`src/rtl/vga_pkg.sv`:
```
// Shared collision-map constants: address/pixel widths and fixed requester indices.
package vga_pkg;
  localparam int unsigned MAP_ADDR_W = 16;
  localparam int unsigned MAP_PIX_W  = 4;
  localparam int unsigned REQ_PLAYER = 0;
  localparam int unsigned REQ_ENEMY  = 1;
  localparam int unsigned REQ_SHOT   = 2;
endpackage

```
`src/rtl/rr_picker.sv`:
```
// Combinational round-robin picker: first asserted req at or after last_winner+1, wrapping.
module rr_picker #(
  parameter int unsigned N_REQ = 3,
  parameter int unsigned IDX_W = 2
) (
  input  logic [N_REQ-1:0] req,
  input  logic [IDX_W-1:0] last_winner,
  output logic [IDX_W-1:0] winner,
  output logic             any
);

  int unsigned k;

  always_comb begin
    winner = '0;
    any    = 1'b0;
    k      = 0;
    for (int unsigned i = 0; i < N_REQ; i++) begin
      k = 32'(last_winner) + 32'd1 + i;
      if (k >= N_REQ) k = k - N_REQ;
      if (!any && req[IDX_W'(k)]) begin
        any    = 1'b1;
        winner = IDX_W'(k);
      end
    end
  end

endmodule

```
`src/rtl/map_rom_arbiter.sv`:
```
// Round-robin arbiter sharing one collision-map ROM between N_REQ requesters;
// one transaction at a time: grant, wait ROM_LAT cycles, return the pixel code.
module map_rom_arbiter
  import vga_pkg::*;
#(
  parameter int unsigned N_REQ   = 3,
  parameter int unsigned ROM_LAT = 1
) (
  input  logic                        clk,
  input  logic                        rst_n,
  input  logic [N_REQ-1:0]            req,
  input  logic [N_REQ*MAP_ADDR_W-1:0] addr,
  output logic [N_REQ-1:0]            gnt,
  output logic [N_REQ-1:0]            rvalid,
  output logic [MAP_PIX_W-1:0]        rdata,
  output logic [MAP_ADDR_W-1:0]       rom_addr,
  input  logic [MAP_PIX_W-1:0]        rom_data,
  output logic                        busy
);

  localparam int unsigned IDX_W = (N_REQ > 1) ? $clog2(N_REQ) : 1;
  localparam int unsigned CNT_W = 3;

  typedef enum logic [1:0] {IDLE, WAIT, RESP} state_t;

  state_t                  state_q, state_d;
  logic [N_REQ-1:0]        gnt_d, rvalid_d;
  logic [MAP_PIX_W-1:0]    rdata_d;
  logic [MAP_ADDR_W-1:0]   rom_addr_d;
  logic                    busy_d;
  logic [CNT_W-1:0]        cnt_q, cnt_d;
  logic [IDX_W-1:0]        last_q, last_d;
  logic [IDX_W-1:0]        win_q, win_d;
  logic [IDX_W-1:0]        pick_idx;
  logic                    pick_any;
  logic [MAP_ADDR_W-1:0]   addr_arr [N_REQ];

  for (genvar g = 0; g < N_REQ; g++) begin : g_addr
    assign addr_arr[g] = addr[g*MAP_ADDR_W +: MAP_ADDR_W];
  end

  rr_picker #(
    .N_REQ (N_REQ),
    .IDX_W (IDX_W)
  ) u_picker (
    .req         (req),
    .last_winner (last_q),
    .winner      (pick_idx),
    .any         (pick_any)
  );

  // State and registered outputs
  always_ff @(posedge clk or negedge rst_n) begin
    if (!rst_n) begin
      state_q  <= IDLE;
      gnt      <= '0;
      rvalid   <= '0;
      rdata    <= '0;
      rom_addr <= '0;
      busy     <= 1'b0;
      cnt_q    <= '0;
      last_q   <= IDX_W'(N_REQ - 1);
      win_q    <= '0;
    end else begin
      state_q  <= state_d;
      gnt      <= gnt_d;
      rvalid   <= rvalid_d;
      rdata    <= rdata_d;
      rom_addr <= rom_addr_d;
      busy     <= busy_d;
      cnt_q    <= cnt_d;
      last_q   <= last_d;
      win_q    <= win_d;
    end
  end

  // Next-state and next-output logic; requests are only looked at in IDLE
  always_comb begin
    state_d    = state_q;
    gnt_d      = '0;
    rvalid_d   = '0;
    rdata_d    = rdata;
    rom_addr_d = rom_addr;
    cnt_d      = cnt_q;
    last_d     = last_q;
    win_d      = win_q;
    unique case (state_q)
      IDLE: begin
        if (pick_any) begin
          gnt_d[pick_idx] = 1'b1;
          rom_addr_d      = addr_arr[pick_idx];
          win_d           = pick_idx;
          cnt_d           = CNT_W'(ROM_LAT - 1);
          state_d         = WAIT;
        end
      end
      WAIT: begin
        if (cnt_q == '0) state_d = RESP;
        else             cnt_d   = cnt_q - CNT_W'(1);
      end
      RESP: begin
        rdata_d         = rom_data;
        rvalid_d[win_q] = 1'b1;
        last_d          = win_q;
        state_d         = IDLE;
      end
      default: state_d = IDLE;
    endcase
    busy_d = (state_d != IDLE);
  end

endmodule
```
`config.mk`:
```
export PLATFORM = sky130hd
export DESIGN_NAME = map_rom_arbiter
export DESIGN_NICKNAME = d
export VERILOG_FILES = /design/src/rtl/vga_pkg.sv /design/src/rtl/rr_picker.sv /design/src/rtl/map_rom_arbiter.sv
export SDC_FILE = /design/constraint.sdc
export NUM_CORES = 1
export LEC_CHECK = 0
export BUFFER_PORTS_ARGS = -buffer_cell sky130_fd_sc_hd__buf_4
export CORE_ASPECT_RATIO = 0.9
export CORE_MARGIN = 3
export CORE_UTILIZATION = 47
export DETAILED_ROUTE_END_ITERATION = 6
export PLACE_DENSITY_LB_ADDON = 0.3
export SLEW_MARGIN = 10
export SYNTH_ARGS = -nofsm -noshare
export SYNTH_HDL_FRONTEND = slang
export SYNTH_SLANG_ARGS = --single-unit
```
`constraint.sdc`:
```
create_clock -name clk -period 3.9 [get_ports clk]
set_clock_uncertainty 0.15 [all_clocks]
set_input_delay 0.585 -clock clk [delete_from_list [all_inputs] [get_ports clk]]
set_output_delay 0.585 -clock clk [all_outputs]
set_load 0.01 [all_outputs]
```
==> impl_metrics.env, run 1 <==
export IMPL_period_minus_slack_ps=3050
export IMPL_area_delta_synth_final_pct=37.40
export IMPL_num_rows=20
export IMPL_syn_avg_cell_area_um2=10.61
export IMPL_async_flop_share_pct=100.0
export IMPL_required_ps=3920
export IMPL_grt_ovfl_total=0
export IMPL_diodes=0
export IMPL_dr_pass1_iters=4
export IMPL_syn_nets=236
export IMPL_initial_core_util_pct=51.61
export IMPL_root_buffer="clkbuf_8"
export IMPL_rsz0062_at_grt="no"
export IMPL_grt_max_degree=37
export IMPL_post_route_period_util_pct=78.20
export IMPL_status="finished, final reports clean"
export IMPL_postCtsSetupRepairBufs=0
export IMPL_synth_edf_count=0
export IMPL_ys_top_cells_by_area="dfrtp_1 (47%), mux2i_1 (9.2%), a221o_1 (6.0%)"
export IMPL_drive_gt1_share_pct=37.40
export IMPL_start_kind="register"
export IMPL_max_vdd_ir_drop_mv=0.3757
export IMPL_synth_area_leader_cell="dfrtp_1"
export IMPL_numCtsBuffers=5
export IMPL_max_freq_mhz=327.9
export IMPL_switching_share_pct=40.46
export IMPL_clkLatencyLatePin_ps=290
export IMPL_ys_seq_elements=36
export IMPL_synthFlopType="dfrtp_1"
export IMPL_worst_ep_arrival_time_ps=3070
export IMPL_drt_initial_drc_count=86
export IMPL_power_density_nw_per_um2=778.4
export IMPL_r2r_start="last_q[0]$_DFFE_PN0P_"
export IMPL_max_cap_violations=0
export IMPL_yosys_warnings=0
export IMPL_ctsLongestPathBuffers=2
export IMPL_rrSetupSlack_ps=850
export IMPL_power_share_clock_pct=12.3
export IMPL_synth_seq_area_share_pct=48.85
export IMPL_totalWireLength_um=4529
export IMPL_power_leakage_nw=1.239
export IMPL_crit_fanout=31
export IMPL_relSlewSlack_pct=39.11
export IMPL_nNetsFinal=316
export IMPL_final_cell_count_no_fill=298
export IMPL_portBuffers=83
export IMPL_finalSetupViolations=0
export IMPL_crit_end="rom_addr[11]$_DFFE_PN0P_"
export IMPL_grt_pass1_vias=1709
export IMPL_hold_viol_final=0
export IMPL_setup_tns_ps=0
export IMPL_drc=0
export IMPL_hold_path_class="input port to asynchronous set/reset pin"
export IMPL_clock_sinks=36
export IMPL_htreeDepth=2
export IMPL_postCtsHoldBufs=0
export IMPL_tightest_slew_ps=913.3
export IMPL_die_h_um=65.47
export IMPL_wire_per_inst_um=15.20
export IMPL_dp_cells=291
export IMPL_io_pins=84
export IMPL_gp_congestion=0.9161
export IMPL_final_common_cell="buf_4"
export IMPL_syn_area_um2=1847
export IMPL_clk_pin_slew_worst_paths_ps=70
export IMPL_vias=1642
export IMPL_synth_top_area_share_pct=47.43
export IMPL_r2r_end="rom_addr[11]$_DFFE_PN0P_"
export IMPL_seqPwrFrac_pct=32.6
export IMPL_criticalPathCategory="register to register"
export IMPL_pwr_share_comb_pct=55.1
export IMPL_reg2reg_depth=8
export IMPL_cts_resized_gates=0
export IMPL_final_cell_mix="buf_4 (84), dfrtp_1 (35), nand2_1 (21), mux2i_1 (17), nor3_1 (13)"
export IMPL_final_max_slew_viol_count=0
export IMPL_cts_tree="yes"
export IMPL_grtUsageTotal_pct=20.44
export IMPL_core_area_um2=3578
export IMPL_dieArea_um2=4718
export IMPL_syn_inst=174
export IMPL_p_int_mw=1.176
export IMPL_dieWidth_um=72.08
export IMPL_place_detailed_hpwl_um=3473
export IMPL_p_sw_mw=0.7991
export IMPL_via_per_inst=5.510
export IMPL_yosys_cell_types_count=38
export IMPL_antenna_found_initial=0
export IMPL_antenna_left=0
export IMPL_grt_pass1_wl_um=7465
export IMPL_startpoint="last_q[0]$_DFFE_PN0P_"
export IMPL_cp_end_kind="register"
[logic make-up (layout without fill, tap and decap cells)]
logic type      Yosys count  after routing  share of synthesized area (%)
simple gates             62             62                          17.14
compound gates           35             35                          15.52
flops                    36             36                          48.85
buf+inv                  19             99                          5.894
mux                      17             17                          9.214
fa+ha+maj                 5              5                          3.388
[metrics by stage]
| step | hold WS [ps] | power (mW) | utilization (%) | cell area, um2 | worst slack [ps] |
|---|---|---|---|---|---|
| global placement | 310.4 | 1.712 | 68.74 | 2460 | 983.9 |
| detailed placement | 317.9 | 1.745 | 68.74 | 2460 | 906.8 |
| CTS | 104.6 | 1.992 | 70.91 | 2537 | 862.1 |
| floorplan | 139.4 | 1.417 | - | 1847 | 1441 |
| finish | 92.55 | 1.975 | 70.91 | 2537 | 850.3 |
| global route | 123.1 | 2.130 | 70.91 | 2537 | 610.7 |
[cells in the mapped netlist, drive strengths merged (2+ instances only)]
| cell | instances |
|---|---|
| nand3 | 5 |
| dfrtp | 35 |
| clkbuf | 3 |
| mux2i | 17 |
| nor2 | 7 |
| a21o | 2 |
| and4 | 2 |
| nor2b | 4 |
| o21ai | 6 |
| ha | 5 |
| nand2 | 21 |
| nor3 | 13 |
| nor3b | 3 |
| a221o | 11 |
| o211ai | 5 |
| a21oi | 2 |
| buf | 8 |
| inv | 8 |
[routing by layer]
layer / vias to the layer above / routed length, um / share of wire, % / GRT usage, %
met3: 11 / 393 / 8.7 / 6.269
met2: 70 / 2292 / 51 / 35.68
li1: 791 / - / - / -
met1: 770 / 1773 / 39 / 22.92
met4: 0 / 69 / 1.5 / 8.685
met5: - / 0 / 0 / 0
[sequential cells by signal, indices dropped and copies added, names as in the netlist]
register and count:
win_q 2, cnt_q 3, rom_addr 16, state_q 2, rvalid 3, gnt 3, last_q 2, busy 1
rdata 4
[layout make-up]
cell class,instances,area (um2)
Sequential cell,36,902.1
Timing Repair Buffer,84,630.6
Tap cell,44,55.05
Fill cell,289,1041
Clock inverter,1,5.005
Clock buffer,6,72.57
Inverter,8,30.03
Multi-Input combinational cell,119,842.1
[worst max-delay path: stages (launching register included)]
cell and delay, ps:
dfrtp_1 420, inv_1 160, ha_1 240, inv_1 90
a221oi_2 340, a2111o_1 810, nor2_1 160, and2_4 260
a221o_1 310
[power by group through the flow]
stage / clock network (mW) / registers, mW / logic, mW
detailed placement: 0 / 0.643 / 1.10
finish: 0.243 / 0.643 / 1.09
global route: 0.264 / 0.660 / 1.21
CTS: 0.249 / 0.640 / 1.10
floorplan: 0 / 0.681 / 0.737
global placement: 0 / 0.643 / 1.07
[how the worst min path moves through the flow]
stage / end / from
after global placement: rdata[0]$_DFFE_PN0P_ / rdata[0]$_DFFE_PN0P_
after floorplan: busy$_DFF_PN0_ / rst_n
after detailed placement: rdata[1]$_DFFE_PN0P_ / rdata[1]$_DFFE_PN0P_
after global routing: rom_addr[4]$_DFFE_PN0P_ / rst_n
final: rdata[1]$_DFFE_PN0P_ / rst_n
after CTS: rdata[1]$_DFFE_PN0P_ / rst_n
No activity file was read; power rests on OpenSTA's default activity.
==> inputs of run 2 (changes only) <==
Settings changed: CORE_UTILIZATION 47 to 42.
Clock period 3.9 ns to 2.4 ns, I/O delays scaled along.
==> run 2 against run 1 <==
  * Count of clock-buffer cells in the layout shrank 1
  * First-iteration DRC count rose by 43%
  * Largest cell class is now multi-input combinational cells
  * Final cell count increased by 11%
  * Register-to-register slack lost 840 ps
  * Cell area up 12%
  * Power increased by 98%
  * Wire length increased by 8.3%
  * Via count up 5.5%
  * Die area rose by 11%
  * Hold slack better by 11 ps
  * Sequential cell count unchanged
  * Non-clock buffer count up 14
==> impl_metrics.env, run 2 (synthesis results as in run 1) <==
export IMPL_period_minus_slack_ps=2391
export IMPL_portBuffers=83
export IMPL_antenna_found_initial=0
export IMPL_antenna_left=0
export IMPL_setup_tns_ps=0
export IMPL_dieWidth_um=75.90
export IMPL_grtUsageTotal_pct=18.47
export IMPL_grt_pass1_vias=1620
export IMPL_final_common_cell="buf_4"
export IMPL_r2r_end="rom_addr[13]$_DFFE_PN0P_"
export IMPL_dieArea_um2=5230
export IMPL_drive_gt1_share_pct=45.93
export IMPL_hold_path_class="input port to register"
export IMPL_rrSetupSlack_ps=9
export IMPL_tightest_slew_ps=514.7
export IMPL_status="finished, final reports clean"
export IMPL_diodes=0
export IMPL_io_pins=84
export IMPL_final_max_slew_viol_count=0
export IMPL_final_cell_mix="buf_4 (92), dfrtp_1 (34), nand2_1 (21), mux2i_1 (16)"
export IMPL_criticalPathCategory="register to register"
export IMPL_hold_viol_final=0
export IMPL_setup_slack_ps=8.681
export IMPL_required_ps=2420
export IMPL_slowest_delay_ps=540
export IMPL_clkLatencyLatePin_ps=290
export IMPL_max_freq_mhz=418.2
export IMPL_numCtsBuffers=5
export IMPL_num_rows=22
export IMPL_gp_congestion=0.9037
export IMPL_finalPower_mw=3.916
export IMPL_cp_cell_sequence="inv_2, ha_4, a21bo_1, and4_1, a2111o_1, buf_12, a221o_1"
export IMPL_worst_ep_arrival_time_ps=2410
export IMPL_vias=1733
export IMPL_root_buffer="clkbuf_8"
export IMPL_critPathSlowestCell="dfstp_2"
export IMPL_wire_per_inst_um=14.87
export IMPL_power_density_nw_per_um2=1374
export IMPL_hp_start="rom_data[1]"
export IMPL_post_route_period_util_pct=99.64
export IMPL_cts_tree="yes"
export IMPL_totalWireLength_um=4906
export IMPL_htreeDepth=2
export IMPL_grt_ovfl_total=0
export IMPL_cp_end_kind="register"
export IMPL_r2r_start="last_q[1]$_DFFE_PN1P_"
export IMPL_ctsLongestPathBuffers=2
export IMPL_grt_max_degree=37
export IMPL_core_area_um2=4156
export IMPL_dp_cells=316
export IMPL_regMostFlops="rom_addr"
export IMPL_grt_pass1_wl_um=7217
export IMPL_via_per_inst=5.252
export IMPL_worstHoldPathCells=3
export IMPL_rsz0062_at_grt="yes"
export IMPL_nNetsFinal=331
export IMPL_initial_core_util_pct=44.43
export IMPL_drc=0
export IMPL_final_cell_count_no_fill=330
export IMPL_n_fill_cell=312
export IMPL_area_delta_synth_final_pct=54.34
export IMPL_power_leakage_nw=1.360
export IMPL_die_h_um=68.91
export IMPL_top_regs="rom_addr x16, rdata x4"
export IMPL_finalSetupViolations=0
export IMPL_clk_pin_slew_worst_paths_ps=80
export IMPL_crit_fanout=17
export IMPL_place_detailed_hpwl_um=3489
export IMPL_max_cap_violations=0
export IMPL_drt_initial_drc_count=123
export IMPL_max_vdd_ir_drop_mv=0.7834
export IMPL_reg2reg_depth=7
export IMPL_relSlewSlack_pct=65.61
export IMPL_finalHoldWorstSlack_ps=104.0
export IMPL_dr_pass1_iters=4
export IMPL_dp_slack_ps=-42.82
export IMPL_largest_reg_flops=16
export IMPL_holdPathEnd="rdata[1]$_DFFE_PN0P_"
export IMPL_clock_sinks=36
export IMPL_start_kind="register"
## run 2: changes by cell type in the layout (fill, tap and decap cells not counted), moves of 2 or more
cell,previous run,this run
nor3_2,0,2
buf_12,0,2
ha_4,0,2
nor3_1,13,11
ha_1,5,2
buf_4,84,92
inv_2,0,2
inv_1,8,6
## run 2: area by class of cell
class	count	area, um2	area share (%)
Clock buffer	5	68.82	2.414
Clock inverter	3	42.54	1.493
Inverter	8	30.03	1.054
Multi-Input combinational cell	120	938.4	32.92
Sequential cell	36	903.4	31.69
Tap cell	60	75.07	2.634
Timing Repair Buffer	98	792.0	27.79
## run 2: power breakdown
part / switching (mW) / internal [mW] / total (mW)
logic: 1.10 / 1.23 / 2.33
registers: 0.177 / 0.877 / 1.05
clock network: 0.223 / 0.307 / 0.531
## run 2: critical path, delay by kind of cell, from the launching register on
kind	cells	cell delay, ps
AO/OA/AOI/OAI	3	940
adder cells (fa/ha/maj)	1	180
buffers and inverters	2	260
flip-flops	1	540
AND/OR/NAND/NOR	1	200
## run 2: what timing repair did
item / CTS / global route
endpoints found under the hold margin: 35 / 0
endpoints found under the setup margin: 11 / 17
resized for setup: 2 / 12
hold buffers: 1 / 0
pin swaps: 1 / 6
cloned: 0 / 2
buffers inserted: 1 / 2
## run 2: per-stage QoR
stage,cell area (um2),utilization [%]
after floorplan,1883,-
after CTS,2750,66.16
after global placement,2605,62.67
after detailed placement,2605,62.67
final,2850,68.57
after global routing,2850,68.57
## run 2: routing by layer
layer	vias to the layer above	track usage (%)	part of all wire (%)	wire [um]
li1	826	-	-	-
met1	839	23.05	41	2033
met2	62	30.24	50	2476
met3	6	5.797	6.8	336
met4	0	6.114	1.2	60
met5	-	0	0	0
## run 2: worst max path at each step
stage,endpoint,start,slack (ps)
after floorplan,rom_addr[0]$_DFFE_PN0P_,last_q[0]$_DFFE_PN0P_,0.2
after global placement,rom_addr[8]$_DFFE_PN0P_,last_q[1]$_DFFE_PN1P_,-30
after detailed placement,rom_addr[8]$_DFFE_PN0P_,last_q[1]$_DFFE_PN1P_,-40
after CTS,rom_addr[8]$_DFFE_PN0P_,last_q[1]$_DFFE_PN1P_,10
after global routing,rom_addr[9]$_DFFE_PN0P_,last_q[1]$_DFFE_PN1P_,-80
final,rom_addr[13]$_DFFE_PN0P_,last_q[1]$_DFFE_PN1P_,9
